**src/rtl/uart_serial_tx.sv**
```systemverilog
// rtl/uart_serial_tx.sv - buffered UART transmitter, 8N1/8N2 frames by default.
// Define UART_TX_PARITY_EN to insert an even-parity bit (8E1/8E2).
module uart_serial_tx #(
   parameter int CLKS_PER_BIT = 16,
   parameter int FIFO_DEPTH   = 4,
   parameter int STOP_BITS    = 1,
   localparam int BYTE_WIDTH  = 8,
   localparam int LVL_W       = $clog2(FIFO_DEPTH + 1)
) (
   input  logic                  i_clk,
   input  logic                  i_rst,
   input  logic                  i_valid,
   input  logic [BYTE_WIDTH-1:0] i_data,
   output logic                  o_txd,
   output logic                  o_full,
   output logic                  o_busy,
   output logic [LVL_W-1:0]      o_level,
   output logic                  o_overflow
);

   localparam int PTR_W = $clog2(FIFO_DEPTH);
   localparam int CNT_W = $clog2(CLKS_PER_BIT);
   localparam logic [CNT_W-1:0] CNT_LAST  = CNT_W'(CLKS_PER_BIT - 1);
   localparam logic [2:0]       STOP_LAST = 3'(STOP_BITS - 1);
   localparam logic [LVL_W-1:0] LVL_FULL  = LVL_W'(FIFO_DEPTH);

   localparam logic [2:0] S_IDLE   = 3'd0;
   localparam logic [2:0] S_START  = 3'd1;
   localparam logic [2:0] S_DATA   = 3'd2;
   localparam logic [2:0] S_STOP   = 3'd4;
`ifdef UART_TX_PARITY_EN
   localparam logic [2:0] S_PARITY = 3'd3;
`endif

   logic [BYTE_WIDTH-1:0] mem_q [FIFO_DEPTH];
   logic [PTR_W-1:0]      wr_ptr_q, rd_ptr_q;
   logic [LVL_W-1:0]      level_q, level_d;
   logic                  ovf_q;
   logic [2:0]            state_q, state_d;
   logic [CNT_W-1:0]      cnt_q, cnt_d;
   logic [2:0]            bit_q, bit_d;
   logic [BYTE_WIDTH-1:0] shift_q, shift_d;
   logic                  txd_q, txd_d;
   logic                  full, push, pop, baud_wrap;
`ifdef UART_TX_PARITY_EN
   logic                  par_q, par_d;
`endif

   assign full = (level_q == LVL_FULL);
   assign push = i_valid && !full;

   // bit_q indexes data bits in DATA and stop bits in STOP
   always_comb begin
      state_d   = state_q;
      cnt_d     = cnt_q;
      bit_d     = bit_q;
      shift_d   = shift_q;
      pop       = 1'b0;
      baud_wrap = (cnt_q == CNT_LAST);
      if (state_q != S_IDLE) begin
         cnt_d = baud_wrap ? '0 : cnt_q + CNT_W'(1);
      end
      case (state_q)
         S_IDLE: begin
            if (level_q != '0) begin
               pop     = 1'b1;
               state_d = S_START;
               cnt_d   = '0;
            end
         end
         S_START: begin
            if (baud_wrap) begin
               state_d = S_DATA;
               bit_d   = '0;
            end
         end
         S_DATA: begin
            if (baud_wrap) begin
               shift_d = {1'b0, shift_q[BYTE_WIDTH-1:1]};
               bit_d   = bit_q + 3'd1;
               if (bit_q == 3'd7) begin
                  bit_d = '0;
`ifdef UART_TX_PARITY_EN
                  state_d = S_PARITY;
`else
                  state_d = S_STOP;
`endif
               end
            end
         end
`ifdef UART_TX_PARITY_EN
         S_PARITY: begin
            if (baud_wrap) begin
               state_d = S_STOP;
               bit_d   = '0;
            end
         end
`endif
         S_STOP: begin
            if (baud_wrap) begin
               bit_d = bit_q + 3'd1;
               if (bit_q == STOP_LAST) begin
                  bit_d = '0;
                  if (level_q != '0) begin
                     pop     = 1'b1;
                     state_d = S_START;
                  end else begin
                     state_d = S_IDLE;
                  end
               end
            end
         end
         default: state_d = S_IDLE;
      endcase
      if (pop) begin
         shift_d = mem_q[rd_ptr_q];
      end
   end

`ifdef UART_TX_PARITY_EN
   assign par_d = pop ? ^mem_q[rd_ptr_q] : par_q;
`endif

   // Line value is decided from the next state so o_txd comes straight off a flop
   always_comb begin
      case (state_d)
         S_START: txd_d = 1'b0;
         S_DATA:  txd_d = shift_d[0];
`ifdef UART_TX_PARITY_EN
         S_PARITY: txd_d = par_d;
`endif
         default: txd_d = 1'b1;
      endcase
   end

   always_comb begin
      case ({push, pop})
         2'b10:   level_d = level_q + LVL_W'(1);
         2'b01:   level_d = level_q - LVL_W'(1);
         default: level_d = level_q;
      endcase
   end

   always_ff @(posedge i_clk) begin
      if (i_rst) begin
         state_q  <= S_IDLE;
         cnt_q    <= '0;
         bit_q    <= '0;
         shift_q  <= '0;
         txd_q    <= 1'b1;
         level_q  <= '0;
         wr_ptr_q <= '0;
         rd_ptr_q <= '0;
         ovf_q    <= 1'b0;
`ifdef UART_TX_PARITY_EN
         par_q    <= 1'b0;
`endif
      end else begin
         state_q <= state_d;
         cnt_q   <= cnt_d;
         bit_q   <= bit_d;
         shift_q <= shift_d;
         txd_q   <= txd_d;
         level_q <= level_d;
         ovf_q   <= i_valid && full;
`ifdef UART_TX_PARITY_EN
         par_q   <= par_d;
`endif
         if (push) begin
            wr_ptr_q <= wr_ptr_q + PTR_W'(1);
         end
         if (pop) begin
            rd_ptr_q <= rd_ptr_q + PTR_W'(1);
         end
      end
   end

   always_ff @(posedge i_clk) begin
      if (push) begin
         mem_q[wr_ptr_q] <= i_data;
      end
   end

   assign o_txd      = txd_q;
   assign o_full     = full;
   assign o_busy     = (state_q != S_IDLE) || (level_q != '0);
   assign o_level    = level_q;
   assign o_overflow = ovf_q;

endmodule

```
**config.mk**
```make
export PLATFORM = sky130hd
export DESIGN_NAME = uart_serial_tx
export DESIGN_NICKNAME = d
export VERILOG_FILES = /design/src/rtl/uart_serial_tx.sv
export SDC_FILE = /design/constraint.sdc
export NUM_CORES = 1
export LEC_CHECK = 0
export BUFFER_PORTS_ARGS = -buffer_cell sky130_fd_sc_hd__buf_2
export CELL_PAD_IN_SITES_DETAIL_PLACEMENT = 1
export CELL_PAD_IN_SITES_GLOBAL_PLACEMENT = 1
export CORE_MARGIN = 10
export CORE_UTILIZATION = 49
export CTS_BUF_LIST = sky130_fd_sc_hd__clkbuf_16
export DETAILED_ROUTE_END_ITERATION = 6
export PLACE_DENSITY_LB_ADDON = 0.1
export REMOVE_ABC_BUFFERS = 1
export SYNTH_ARGS = -nofsm -noshare
export SYNTH_HDL_FRONTEND = slang
export SYNTH_SLANG_ARGS = --single-unit
```
**constraint.sdc**
```tcl
create_clock -name i_clk -period 3.2 [get_ports i_clk]
set_input_delay 0.64 -clock i_clk [delete_from_list [all_inputs] [get_ports i_clk]]
set_output_delay 0.64 -clock i_clk [all_outputs]
set_load 0.005 [all_outputs]
```
**After elaboration in Yosys (flattened, before gate mapping)**

Memories as Yosys holds them, arrays and structs flattened. A register that Yosys moved wholly into a read port is not among the register bits.
Cells that the tools add are included.

- Output and inout port bits: 7
- Register bits after elaboration: 27
- RAM bits: 32
- Memories: 1

- Add/subtract/negate cells: 6
- Equal/unequal tests: 13
- Mux-type cells: 31
- Reductions and logical operators: 14

Memory list:

| name | depth | bits a word | read ports | clocked after memory_dff | wr ports | RTL line | source |
|---|---|---|---|---|---|---|---|
| mem_q | 4 | 8 | 1 | 1 | 1 | 35 | `logic [BYTE_WIDTH-1:0] mem_q [FIFO_DEPTH];` |

Operators by type and width:

| operator | count |
|---|---|
| two-way mux 3 bit | 11 |
| two-way mux 8 bit | 3 |
| two-way mux 4 bit | 4 |
| case mux 3 bit (4 select lines) | 1 |
| == test 3 bit, second input constant | 3 |
| case mux 3 bit (3 select lines) | 1 |
| nonzero test 3 bit | 3 |
| adder 3 x 1 -> 3 bit, second input constant | 2 |
| == test 3 x 1 -> 1 bit, second input constant | 2 |
| == test 3 x 2 -> 1 bit, second input constant | 2 |
| zero test 3 bit | 2 |
| two-way mux 1 bit | 6 |
| != test 2 bit, second input constant | 3 |
| case mux 3 bit (2 select lines) | 1 |
| nonzero test 2 bit | 3 |
| adder 2 x 1 -> 2 bit, second input constant | 2 |
| adder 4 x 1 -> 4 bit, second input constant | 1 |
| == test 4 bit, second input constant | 1 |
| two-way mux 2 bit | 2 |
| case mux 1 bit (2 select lines) | 2 |
| AND reduction 4 bit | 1 |
| subtractor 3 x 1 -> 3 bit, second input constant | 1 |
| == test 2 x 1 -> 1 bit, second input constant | 1 |
| == test 2 bit, second input constant | 1 |
| 4 further kinds | 5 |

**Depth between registers and ports, before layout**

- Depth after elaboration: 7
- Depth in mapped cells: 13
- Mapped depth without buffers: 12

**Least setup slack after synthesis**

Ideal clock, no wire load.

- Path type: flip-flop to flip-flop
- From: register cnt_q[0]
- To: register level_q[2] (netlist: o_level[2])
- Cell stages (with the launch flop): 14
- Clock period less this slack: 2536 ps
- Library setup time: 71 ps
- Data arrival time: 2465 ps
- Path slack: 664 ps
- Buffers on the path: 2
- Path through: dfxtp_1 ha_1 and3_1 buf_4 a21boi_2 or2_0 buf_2 inv_1 ha_1 inv_1 fa_1 xor2_1 or3_1 a21oi_1

- Cells in the longest elaborated chain, start to end: 5

Ends and longest elaborated chain:

| item | RTL line | source |
|---|---|---|
| start, declared | 40 | `logic [CNT_W-1:0] cnt_q, cnt_d;` |
| start signal, assigned | 160 | `cnt_q <= cnt_d;` |
| == test 4 bit * | 59 | `baud_wrap = (cnt_q == CNT_LAST);` |
| two-way mux 1 bit * | 100 | `if (baud_wrap) begin` |
| case mux 1 bit (2 select lines) * | 63 | `case (state_q)` |
| == test 2 x 1 -> 1 bit or == test 2 bit (tied branches) | 137 | `case ({push, pop})` |
| case mux 3 bit (2 select lines) or nonzero test 2 bit (tied branches) | -- |  |
| end signal, assigned | 164 | `level_q <= level_d;` |
| end, declared | 37 | `logic [LVL_W-1:0] level_q, level_d;` |

Every way passes the cells marked *; elsewhere a longest branch is shown, timed or not.
A chain may end at the register's enable or synchronous reset.

**Final worst setup path**

Same ends and word-level chain as after synthesis.

==> results.cfg <==
[clock_tree]
cts_setup_buffers = 0
clk_pin_slew_ns = 0.05
cts_max_level = 3
clockBufferDepth = 2
tritoncts = done
cts_hold_buf = 0
clock_latency_ns = 0.33
cts-root-buf = clkbuf_16
cts-buffers-inserted = 9
cts-resized-gates = 0
cts.sinks = 61

[floorplan]
fp.dieH_um = 94.7
core_um2 = 5470
die_area_um2 = 8980
die_w_um = 94.7
num_rows = 27
io_pins = 18
initial_core_util_pct = 50.0

[worst_setup_path]
critical_path_class = reg2reg
crit_path_max_incr_delay_ns = 0.39
critPathCaptureType = flip-flop
crit_family = simple AND/OR/NAND/NOR gates
worst-endpoint-required_ns = 3.45
path_cells = ha_1 > and3_1 > a21boi_2 > or2_0 > inv_1 > ha_1 > inv_1 > fa_1 > xor2_1 > or3_1 > a21oi_1
slowest_stage = and3_1
critPathLaunchType = flip-flop
critPathMaxFanout = 9
cp.arrival_ns = 2.99
path_buf_inv = 2

[synth]
synth-edff-count = 32
syn_inst = 221
yosysTopAreaCell = edfxtp_1
synth-main-ff-cell = edfxtp_1
synth_most_common_cell = edfxtp_1
synth_cell_types = 51
synthesis.area_um2 = 2740
ys_seq_area_share_pct = 56.3
synth_top_area_share_pct = 35.1
async_flop_share_pct = 0
netlist_top_cells_area = edfxtp_1, dfxtp_1, mux4_2
ys_seq_elements = 61
synth_common_cells = edfxtp_1, dfxtp_1, nor2_1
yosys_warnings = 0
syn-mean-instance-area_um2 = 12.4

[global_route]
grt_pass1_vias = 1913
antenna_found_initial = 0
grt_pass1_wl_um = 9520
grt_max_degree = 30
grt_usage_pct = 13.7
grt_busiest_layer = met2
met1_usage_pct = 15.8
met3_usage_pct = 3.17
grt_remaining_overflow = 0
globalRouteMet2Util_pct = 22.9

[power]
power_mw = 2.89
p_leak_nw = 1.15
irDropWorstVdd_mv = 0.555
p_per_area_nw_per_um2 = 914

[cells_and_area]
final_nets = 261
areaGrowthSynthToFinish_pct = 15.7
drive_gt1_share_pct = 21.6
num_antenna_cells = 0

[timing]
setup_violations = 0
relSlewSlack_pct = 63.3
worst_slew_pin_slew_ns = 0.550
finalCriticalPeriod_ns = 2.74
grt_setup_unrepaired = no
finalHoldViolations = 0
finClkSkew_ns = 0.00548
finalCritPeriodShare_pct = 85.5
final_max_slew_viol_count = 0
tns_ns = 0
fmax_mhz = 365
holdWs_ns = 0.496

[detailed_routing]
routedWlPerCell_um = 17.8
drtAntennaViolNets = 0
firstDrtPassIters = 4
drcViolationCount = 0
wl_um = 5640
drt_iter0_markers = 59
post_drt_via_cell_ratio = 5.60
vias = 1776

[placement]
place_congestion = 0.822
portBuffers = 17
dp_hpwl_um = 3970

[flow_run]
cap_violations = 0

[status]
status = completed

[hold_path]
hold_class = reg2reg
layout by cell type (no fill, tap or decap), types with 2 or more instances in the layout:
master	n
nand3_1	5
clkinvlp_4	2
nor3_1	13
a21oi_1	12
ha_1	9
a311oi_1	3
nand2_1	9
bufinv_16	2
nor2b_1	5
mux4_2	8
clkbuf_16	9
a211oi_1	6
xor2_1	3
inv_1	12
or3_2	2
nor3b_1	2
nand2b_1	2
buf_4	3
and3_1	5
o21ai_0	6
buf_2	17
nor2_1	15
dfxtp_1	29
mux2i_1	5
or3_4	2
edfxtp_1	32
metrics by stage:
step                      cell area (um^2)  setup WS [ns]  instances  util [%]
after floorplan                       2650          0.504        209         -
after global placement                2850          0.619        301      52.0
after detailed placement              2850          0.475        301      52.0
after CTS                             3170          0.446        317      57.9
after global routing                  3170          0.292        317      57.9
final                                 3170          0.463        317      57.9
layer usage:
layer	wire, um	vias to the layer above	part of all wire [%]
met4	115	0	2.0
met1	2470	887	44
met2	2910	21	52
li1	-	859	-
met5	0	-	0
met3	146	9	2.6
worst min-delay path, cell delays in order (launching register included):
cell	delay, ns
dfxtp_1	0.32
nand2_1	0.07
a21oi_1	0.05
state kept, by name, summed over array words and instances, names as in the netlist, named ones only:
signal	flops
cnt_q	4
o_overflow	1
o_txd	1
state_q	3
rd_ptr_q	2
bit_q	3
wr_ptr_q	2
shift_q	8
o_level	3
mem_q	32
path summary, 6_finish.rpt:
| path | from | end | slack (ns) | depth (start not counted) |
|---|---|---|---|---|
| max | cnt_q[0] | o_level[2] | 0.46 | 11 |
| min | bit_q[0] | bit_q[0] | 0.50 | 2 |
| max reg2reg | cnt_q[0] | o_level[2] | 0.46 | 11 |
| min reg2reg | bit_q[0] | bit_q[0] | 0.50 | 2 |
cell families (layout without fill, tap and decap cells):
group / after synthesis / count (layout) / synth area share [%]
xor gates and xnor gates: 4 / 4 / 1.28
muxes: 14 / 14 / 8.82
AOI/OAI and AO/OA: 37 / 37 / 9.19
buffers and inverters: 24 / 48 / 4.94
DFF: 61 / 61 / 56.3
and+or+nand+nor: 71 / 71 / 14.6
adders and majority gates: 10 / 10 / 4.84
layout make-up:
class                   count  area (um^2)
fillers                   572         2300
clock buffers               9          225
multi-input cells         136         1060
clock inverters             7         97.6
flip-flops and latches     61         1540
inverters                  12         45.0
repair buffers             20          108
well taps                  72         90.1
power breakdown:
part | total [mW] | switching, mW | internal, mW | leakage [nW]
Clock | 1.03 | 0.352 | 0.683 | 0.152
Combinational | 0.750 | 0.393 | 0.358 | 0.471
Sequential | 1.11 | 0.126 | 0.984 | 0.531
(Power assumes the default switching activity.)
